==> config.mk <==
export PLATFORM = sky130hd
export DESIGN_NAME = pipe_hazard_ctrl
export DESIGN_NICKNAME = d
export VERILOG_FILES = /design/src/rtl/pipe_hazard_ctrl_pkg.sv /design/src/rtl/pipe_hazard_ctrl_lu_hazard_det.sv /design/src/rtl/pipe_hazard_ctrl.sv
export SDC_FILE = /design/constraint.sdc
export NUM_CORES = 1
export LEC_CHECK = 0
export CELL_PAD_IN_SITES_DETAIL_PLACEMENT = 2
export CELL_PAD_IN_SITES_GLOBAL_PLACEMENT = 2
export CORE_MARGIN = 5
export CORE_UTILIZATION = 32
export DETAILED_ROUTE_END_ITERATION = 10
export GPL_TIMING_DRIVEN = 0
export HOLD_SLACK_MARGIN = 0.1
export PLACE_DENSITY_LB_ADDON = 0.1
export SLEW_MARGIN = 10
export SYNTH_ARGS = -nofsm -noshare
export SYNTH_HDL_FRONTEND = slang
export SYNTH_SLANG_ARGS = --single-unit
==> constraint.sdc <==
create_clock -name clk -period 5.9 [get_ports clk]
set_clock_uncertainty 0.15 [all_clocks]
set_input_delay 0.59 -clock clk [delete_from_list [all_inputs] [get_ports clk]]
set_output_delay 0.59 -clock clk [all_outputs]
set_load 0.005 [all_outputs]
==> src/rtl/pipe_hazard_ctrl_pkg.sv <==
// Shared constants and types for the pipeline hazard controller.
// Also provides the load-use detector interface widths.
package pipe_hazard_ctrl_pkg;

  localparam int unsigned REGW_DEF = 5;

  localparam logic [31:0] NOP_INSN = 32'h0000_0013;

  typedef enum logic {
    HZ_RUN    = 1'b0,
    HZ_MDWAIT = 1'b1
  } hz_state_e;

  typedef struct packed {
    logic pc_stall;
    logic ifid_stall;
    logic ifid_flush;
    logic idex_stall;
    logic idex_bubble;
    logic exmem_bubble;
  } hz_ctrl_t;

endpackage

==> src/rtl/pipe_hazard_ctrl_lu_hazard_det.sv <==
// Load-use hazard detector: ID reads a register a load in EX is still producing.
// Shared with the forwarding unit.
module lu_hazard_det
  import pipe_hazard_ctrl_pkg::*;
#(
  parameter int unsigned REGW = REGW_DEF
) (
  input  logic [REGW-1:0] id_rs1,
  input  logic [REGW-1:0] id_rs2,
  input  logic            id_uses_rs1,
  input  logic            id_uses_rs2,
  input  logic [REGW-1:0] ex_rd,
  input  logic            ex_is_load,
  output logic            lu_hz
);

  logic rs1_hit;
  logic rs2_hit;

  assign rs1_hit = id_uses_rs1 && (id_rs1 == ex_rd);
  assign rs2_hit = id_uses_rs2 && (id_rs2 == ex_rd);
  assign lu_hz   = ex_is_load && (ex_rd != '0) && (rs1_hit || rs2_hit);

endmodule

==> src/rtl/pipe_hazard_ctrl.sv <==
// Stall/flush sequencer for the 5-stage core: load-use stall, mul/div hold,
// branch redirect flush, plus saturating stall/flush perf counters.
module pipe_hazard_ctrl
  import pipe_hazard_ctrl_pkg::*;
#(
  parameter int unsigned REGW   = REGW_DEF,
  parameter int unsigned MD_LAT = 4,
  parameter int unsigned CNTW   = 32
) (
  input  logic            clk,
  input  logic            rst_n,
  input  logic [REGW-1:0] id_rs1,
  input  logic [REGW-1:0] id_rs2,
  input  logic            id_uses_rs1,
  input  logic            id_uses_rs2,
  input  logic [REGW-1:0] ex_rd,
  input  logic            ex_is_load,
  input  logic            md_start,
  input  logic            md_done,
  input  logic            br_taken,
  output logic            pc_stall,
  output logic            ifid_stall,
  output logic            ifid_flush,
  output logic            idex_stall,
  output logic            idex_bubble,
  output logic            exmem_bubble,
  output logic            busy,
  output logic [CNTW-1:0] stall_cnt,
  output logic [CNTW-1:0] flush_cnt
);

  // Remaining hold cycles need to cover MD_LAT-2 down to 0.
  localparam int unsigned MCW = (MD_LAT > 2) ? $clog2(MD_LAT - 1) : 1;
  localparam logic [MCW-1:0] MD_INIT = MCW'(MD_LAT - 2);

  if (MD_LAT < 2) begin : g_md_lat_check
    $error("pipe_hazard_ctrl: MD_LAT must be at least 2");
  end

  hz_state_e state, state_nxt;
  logic [MCW-1:0] cnt, cnt_nxt;
  hz_ctrl_t ctrl, ctrl_q;
  logic lu_hz;

  lu_hazard_det #(.REGW(REGW)) u_lu_det (
    .id_rs1      (id_rs1),
    .id_rs2      (id_rs2),
    .id_uses_rs1 (id_uses_rs1),
    .id_uses_rs2 (id_uses_rs2),
    .ex_rd       (ex_rd),
    .ex_is_load  (ex_is_load),
    .lu_hz       (lu_hz)
  );

  always_ff @(posedge clk or negedge rst_n) begin
    if (!rst_n) begin
      state <= HZ_RUN;
      cnt   <= '0;
    end else begin
      state <= state_nxt;
      cnt   <= cnt_nxt;
    end
  end

  // Next state and control decode; priority br_taken > md_start > lu_hz in RUN.
  always_comb begin
    state_nxt = state;
    cnt_nxt   = cnt;
    ctrl      = '0;
    unique case (state)
      HZ_RUN: begin
        if (br_taken) begin
          ctrl.ifid_flush  = 1'b1;
          ctrl.idex_bubble = 1'b1;
        end else if (md_start) begin
          ctrl.pc_stall     = 1'b1;
          ctrl.ifid_stall   = 1'b1;
          ctrl.idex_stall   = 1'b1;
          ctrl.exmem_bubble = 1'b1;
          state_nxt         = HZ_MDWAIT;
          cnt_nxt           = MD_INIT;
        end else if (lu_hz) begin
          ctrl.pc_stall    = 1'b1;
          ctrl.ifid_stall  = 1'b1;
          ctrl.idex_bubble = 1'b1;
        end
      end
      HZ_MDWAIT: begin
        if (md_done || (cnt == '0)) begin
          state_nxt = HZ_RUN;
        end else begin
          ctrl.pc_stall     = 1'b1;
          ctrl.ifid_stall   = 1'b1;
          ctrl.idex_stall   = 1'b1;
          ctrl.exmem_bubble = 1'b1;
          cnt_nxt           = cnt - MCW'(1);
        end
      end
      default: state_nxt = HZ_RUN;
    endcase
  end

  // Outputs are forced low while reset is asserted, independent of the clock.
  assign ctrl_q       = rst_n ? ctrl : '0;
  assign pc_stall     = ctrl_q.pc_stall;
  assign ifid_stall   = ctrl_q.ifid_stall;
  assign ifid_flush   = ctrl_q.ifid_flush;
  assign idex_stall   = ctrl_q.idex_stall;
  assign idex_bubble  = ctrl_q.idex_bubble;
  assign exmem_bubble = ctrl_q.exmem_bubble;
  assign busy         = rst_n && (state == HZ_MDWAIT);

  always_ff @(posedge clk or negedge rst_n) begin
    if (!rst_n) begin
      stall_cnt <= '0;
      flush_cnt <= '0;
    end else begin
      if (pc_stall && (stall_cnt != {CNTW{1'b1}})) stall_cnt <= stall_cnt + CNTW'(1);
      if (ifid_flush && (flush_cnt != {CNTW{1'b1}})) flush_cnt <= flush_cnt + CNTW'(1);
    end
  end

endmodule

# Word level (Yosys, flattened, before mapping)
# Index checks and enable logic that the tools add are counted.
[op_classes] n_addsub=3 n_eq_ne=7 muxes=20 bitwise=1 reduce_logical=12
[op_table] op="adder 32 x 1 -> 32 bit, second input constant" n=2
[op_table] op="!= test 32 bit, second input constant" n=2
[op_table] op="2-to-1 mux 2 bit" n=7
[op_table] op="equality test 5 bit" n=2
[op_table] op="2-to-1 mux 1 bit" n=9
[op_table] op="one-hot mux 2 bit (2 select lines)" n=2
[op_table] op="logical AND 1 bit" n=7
[op_table] op="2-to-1 mux 6 bit" n=1
[op_table] op="!= test 2 bit, second input constant" n=3
[op_table] op="nonzero test 5 bit" n=1
[op_table] op="AND reduction 3 bit" n=1
[op_table] op="zero test 2 bit" n=1
[op_table] op="logical OR 1 bit" n=2
[op_table] op="one-hot mux 1 bit (2 select lines)" n=1
[op_table] op="subtractor 2 x 1 -> 2 bit, second input constant" n=1
[op_table] op="NOT 1 bit" n=1
[totals] ff_bits=67 input_bits=23 output_inout_bits=71 word_cells=47

# Longest topological paths before layout
[logic_depth] ltp_word=10 mapped_depth=9 mapped_depth_nobuf=8

# Cells and area by module
# Synthesis repeated with hierarchy kept, for this count alone.
[unflattened] hier_cells=336 area_unflattened_um2=3517.1
[by_module_without_submodules] module="pipe_hazard_ctrl" n_inst=1 cells_each=319 area_per_inst_um2=3383.2 seq_area_each_um2=1676.6
[by_module_without_submodules] module="lu_hazard_det" n_inst=1 cells_each=17 area_per_inst_um2=133.9 seq_area_each_um2=0.0

# Worst setup path after synthesis
# No wires, ideal clock.
[synth_timing] path_type="input port to output port" startpoint="in ex_rd[1]" endpoint="out pc_stall" arrival_time_ns=1.836 required_time_ns=5.160 setup_slack_ns=3.324 path_stages=5 path_buffers=2 cell_sequence="or4_1 o21a_1 a31o_4 buf_2 buf_4"
[synth_between] elab_chain_cells=9 elab_cells_between_ends=13 cone_classes="eq/ne: 2; mux: 5; reduce/logical: 6"
[synth_rtl] element="start: declaration" line="pipe_hazard_ctrl.sv:16" rtl="input logic [REGW-1:0] ex_rd,"
[synth_rtl] element="equality test 5 bit, on equally long branches" line="pipe_hazard_ctrl_lu_hazard_det.sv:20, pipe_hazard_ctrl_lu_hazard_det.sv:21"
[synth_rtl] element="logical AND 1 bit, on equally long branches" line="pipe_hazard_ctrl_lu_hazard_det.sv:20, pipe_hazard_ctrl_lu_hazard_det.sv:21"
[synth_rtl] element="logical OR 1 bit" line="pipe_hazard_ctrl_lu_hazard_det.sv:22" rtl="assign lu_hz = ex_is_load && (ex_rd != '0) && (rs1_hit || rs2_hit);"
[synth_rtl] element="logical AND 1 bit (*)" line="pipe_hazard_ctrl_lu_hazard_det.sv:22"
[synth_rtl] element="2-to-1 mux 2 bit (*)" line="pipe_hazard_ctrl.sv:82" rtl="end else if (lu_hz) begin"
[synth_rtl] element="2-to-1 mux 2 bit (*)" line="pipe_hazard_ctrl.sv:75" rtl="end else if (md_start) begin"
[synth_rtl] element="2-to-1 mux 2 bit (*)" line="pipe_hazard_ctrl.sv:72" rtl="if (br_taken) begin"
[synth_rtl] element="one-hot mux 2 bit (2 select lines) (*)" line="pipe_hazard_ctrl.sv:70" rtl="unique case (state)"
[synth_rtl] element="2-to-1 mux 6 bit (*)" line="pipe_hazard_ctrl.sv:104" rtl="assign ctrl_q = rst_n ? ctrl : '0;"
[synth_rtl] element="end: declaration" line="pipe_hazard_ctrl.sv:21" rtl="output logic pc_stall,"
# Mark *: on every way between the ends. The rest lies on a longest branch, timed or not.

# Worst setup path after layout
[layout_timing] startpoint="in rst_n" endpoint="out pc_stall"
[layout_between] elab_chain_cells=1
[layout_rtl] element="start: declaration" line="pipe_hazard_ctrl.sv:11" rtl="input logic rst_n,"
[layout_rtl] element="2-to-1 mux 6 bit" line="pipe_hazard_ctrl.sv:104"
# Every way passes these cells.

==> flow_metrics.env <==
export IMPL_core_region_area_um2=10800
export IMPL_worstRegToRegCells=7
export IMPL_std_cell_rows=38
export IMPL_critical_path_cell_count=8
export IMPL_timing_final_setup_violations=0
export IMPL_sequentialPowerShare_pct=47.9
export IMPL_area_growth_syn_to_layout_pct=37.5
export IMPL_pin_count_of_the_biggest_net_entering_global_routing=38
export IMPL_rsz0062_at_grt="false"
export IMPL_synth_seq_cells=67
export IMPL_vias_after_detailed_routing=2887
export IMPL_max_clock_path_buffers=2
export IMPL_cap_viol_max_count=0
export IMPL_synth_ff_type="sky130_fd_sc_hd__dfrtp_1"
export IMPL_slew_headroom_pct=48.3
export IMPL_boundaryPins=94
export IMPL_p_comb_share_pct=21.3
export IMPL_design_die_area_um2=13100
export IMPL_powerDensity_nw_per_um2=241
export IMPL_crit_slowest_cell="sky130_fd_sc_hd__dlygate4sd3_1"
export IMPL_antenna_found_initial=0
export IMPL_cts_clk_slew_worst_paths_ns=0.07
export IMPL_syn_num_nets=359
export IMPL_worstSetupEndpoint="pc_stall"
export IMPL_final_core_utilization_pct=44.6
export IMPL_synth_warning_count=0
export IMPL_cp_cell_sequence="dlygate4sd3_1 -> buf_4 -> nand2b_1 -> nor2_1 -> a31o_4 -> buf_2 -> buf_4 -> clkdlybuf4s50_1"
export IMPL_cts_root_buffer_cell="sky130_fd_sc_hd__clkbuf_8"
export IMPL_synth_async_reset_ratio_pct=100
export IMPL_clock_sinks=67
export IMPL_place_congestion=0.727
export IMPL_grt_first_pass_wirelength_um=16600
export IMPL_numPlacedInstances=567
export IMPL_clock_latency_ns=0.34
export IMPL_clock_power_share_pct=30.8
export IMPL_vertical_extent_of_the_die_um=115
export IMPL_crit_reg2reg_capture="flush_cnt[5]"
export IMPL_instances_no_fill=583
export IMPL_timing_final_crit_period_ns=3.85
export IMPL_synth_edf_count=0
export IMPL_first_global_vias=3235
export IMPL_cellInternalPower_uw=825
export IMPL_drt_iter0_drc=75
export IMPL_regToRegStartpoint="flush_cnt[0]"
export IMPL_path_max_fanout=34
export IMPL_netlist_area_um2=3500
export IMPL_p_sw_uw=335
export IMPL_fp_dieW_um=115
export IMPL_finish_net_count=465
export IMPL_post_route_drc_count=0
export IMPL_wirelength_um=9880
export IMPL_worst_pin_slew_ns=0.768
export IMPL_power_ir_vdd_worst_uv=111
export IMPL_tritoncts_clock_tree="yes"
export IMPL_overflow=0
export IMPL_cts_setup_buffers=0
export IMPL_cts_max_level=3
export IMPL_reg2reg_setup_slack_ns=3.39
export IMPL_synthesis_instances=333
export IMPL_path_delay_family="buffers and inverters"
export IMPL_worstSetupStartpoint="rst_n"
export IMPL_drive_above_1_share_pct=9.48
export IMPL_numPortBuffers=93
export IMPL_yosys_cell_types_count=42
export IMPL_effective_utilization_at_floorplan_pct=32.4
export IMPL_drt_vias_per_instance=4.95
export IMPL_cp_common_cell="sky130_fd_sc_hd__buf_4"
export IMPL_critical_path_class="in -> out"
export IMPL_detail_route_antenna_nets=0
export IMPL_finalMaxSlewViolations=0
export IMPL_fmax_mhz=260
export IMPL_post_synthesis_sequential_area_ratio_pct=47.9
export IMPL_firstDrtPassIters=5
export IMPL_total_power_draw_mw=1.16
export IMPL_post_route_period_util_pct=65.3
export IMPL_syn_avg_cell_area_um2=10.5
export IMPL_hold_class="reg -> reg"
export IMPL_setup_tns_final_ns=0
export IMPL_nFillCells=1154
export IMPL_endpoint_kind="output port"
export IMPL_netSwitchingFraction_pct=28.9
export IMPL_number_of_diodes=0
export IMPL_category_of_the_worst_setup_path_launch_point="input pin"
export IMPL_hpwl_um=7450
export IMPL_outcome="finished, final reports clean"
export IMPL_worst_path_buf_inv=5
export IMPL_power_leakage_nw=2.02
export IMPL_critical_path_required_ns=5.16
export IMPL_hold_viol_final=0
export IMPL_groute_usage_overall_pct=15.9
export IMPL_crit_path_max_incr_delay_ns=0.53
export IMPL_drt_wirelength_per_cell_um=16.9
export IMPL_tritoncts_num_buffers=9
export IMPL_worst_endpoint_arrival_ns=3.11
==> layout by cell type (no fill, tap or decap), drive strengths merged, types with 2 or more instances in the layout <==
cell           count
o21a               2
nand3b             2
clkdlybuf4s50     92
a21oi              2
nor3b              7
and2               8
buf               10
clkinv             2
a31o               2
dfrtp             67
nor4               3
xor2              13
nand2             29
ha                 3
nor2              21
nor3               4
nand3             36
and4               3
xnor2             58
inv                6
nand4             25
and3              21
clkbuf            17
==> cell families after synthesis <==
logic type | count (synthesis) | share of synthesized area (%)
buf+inv | 18 | 2.71
flops | 67 | 47.9
fa+ha+maj | 3 | 1.07
compound gates | 11 | 3.11
mux | 1 | 0.322
simple gates | 162 | 27.2
xor+xnor | 71 | 17.8
==> metal layers <==
layer | global-route usage (%) | share of wire [%] | vias to the layer above
met3 | 3.96 | 5.2 | 8
met2 | 26.2 | 49 | 64
met5 | 0 | 0 | -
li1 | - | - | 1370
met4 | 5.23 | 0.97 | 0
met1 | 20.3 | 45 | 1445
==> cells in the mapped netlist (2+ instances only) <==
library cell	n	share of area [%]
sky130_fd_sc_hd__buf_4	2	0.43
sky130_fd_sc_hd__xor2_1	13	3.3
sky130_fd_sc_hd__nand3_1	33	4.7
sky130_fd_sc_hd__xnor2_1	58	15
sky130_fd_sc_hd__nand3_2	3	0.86
sky130_fd_sc_hd__clkbuf_1	4	0.43
sky130_fd_sc_hd__ha_1	3	1.1
sky130_fd_sc_hd__inv_1	6	0.64
sky130_fd_sc_hd__nor3b_1	3	0.64
sky130_fd_sc_hd__nand4_1	23	4.1
sky130_fd_sc_hd__nor3_1	3	0.43
sky130_fd_sc_hd__and3_1	20	3.6
sky130_fd_sc_hd__nor3b_2	3	1.1
sky130_fd_sc_hd__o21a_1	2	0.43
sky130_fd_sc_hd__nand3b_1	2	0.43
sky130_fd_sc_hd__nor2_1	20	2.1
sky130_fd_sc_hd__and4_1	3	0.75
sky130_fd_sc_hd__nand4_2	2	0.71
sky130_fd_sc_hd__and2_1	8	1.4
sky130_fd_sc_hd__nand2_1	29	3.1
sky130_fd_sc_hd__a21oi_1	2	0.29
sky130_fd_sc_hd__dfrtp_1	67	48
sky130_fd_sc_hd__buf_6	2	0.64
sky130_fd_sc_hd__buf_2	4	0.57
==> how the worst min path moves through the flow <==
stage,startpoint,end,slack [ns],cells after the start
finish,cnt[0],cnt[0],0.33,1
global route,cnt[0],cnt[0],0.35,1
CTS,cnt[0],cnt[0],0.33,1
detailed placement,cnt[0],cnt[0],0.32,1
global placement,cnt[0],cnt[0],0.31,1
floorplan,rst_n,cnt[0],0.14,0
==> layout make-up <==
cell class | count | area, um^2 | area share, %
Inverter | 6 | 22.5 | 0.468
Sequential cell | 67 | 1680 | 34.8
Clock buffer | 13 | 169 | 3.51
Buffer | 12 | 72.6 | 1.51
Multi-Input combinational cell | 248 | 1730 | 35.9
Timing Repair Buffer | 95 | 958 | 19.9
Tap cell | 140 | 175 | 3.64
Clock inverter | 2 | 10.0 | 0.208
==> sequential cells by signal (all words and copies together) (netlist names) <==
name       count
state          1
stall_cnt     32
flush_cnt     32
cnt            2
==> what timing repair did <==
item,CTS,global route
hold buffers,1,0
endpoints found under the hold margin,30,0
gates resized for setup,0,0
==> through the flow <==
stage | worst slack (ns) | hold slack (ns) | instance area (um^2)
6_report | 2.05 | 0.332 | 4810
5_1_grt | 1.83 | 0.347 | 4810
4_1_cts | 1.97 | 0.334 | 4810
3_5_place_dp | 2.21 | 0.322 | 4630
3_3_place_gp | -0.463 | 0.305 | 4610
2_1_floorplan | 3.32 | 0.144 | 3500
==> power by group through the flow <==
stage	logic [mW]	clock network (mW)	registers [mW]
after floorplan	0.108	0	0.555
after CTS	0.255	0.372	0.558
after detailed placement	0.252	0	0.565
after global routing	0.272	0.389	0.567
after global placement	0.240	0	0.565
final	0.248	0.357	0.556
No activity file was read; power rests on OpenSTA's default activity.
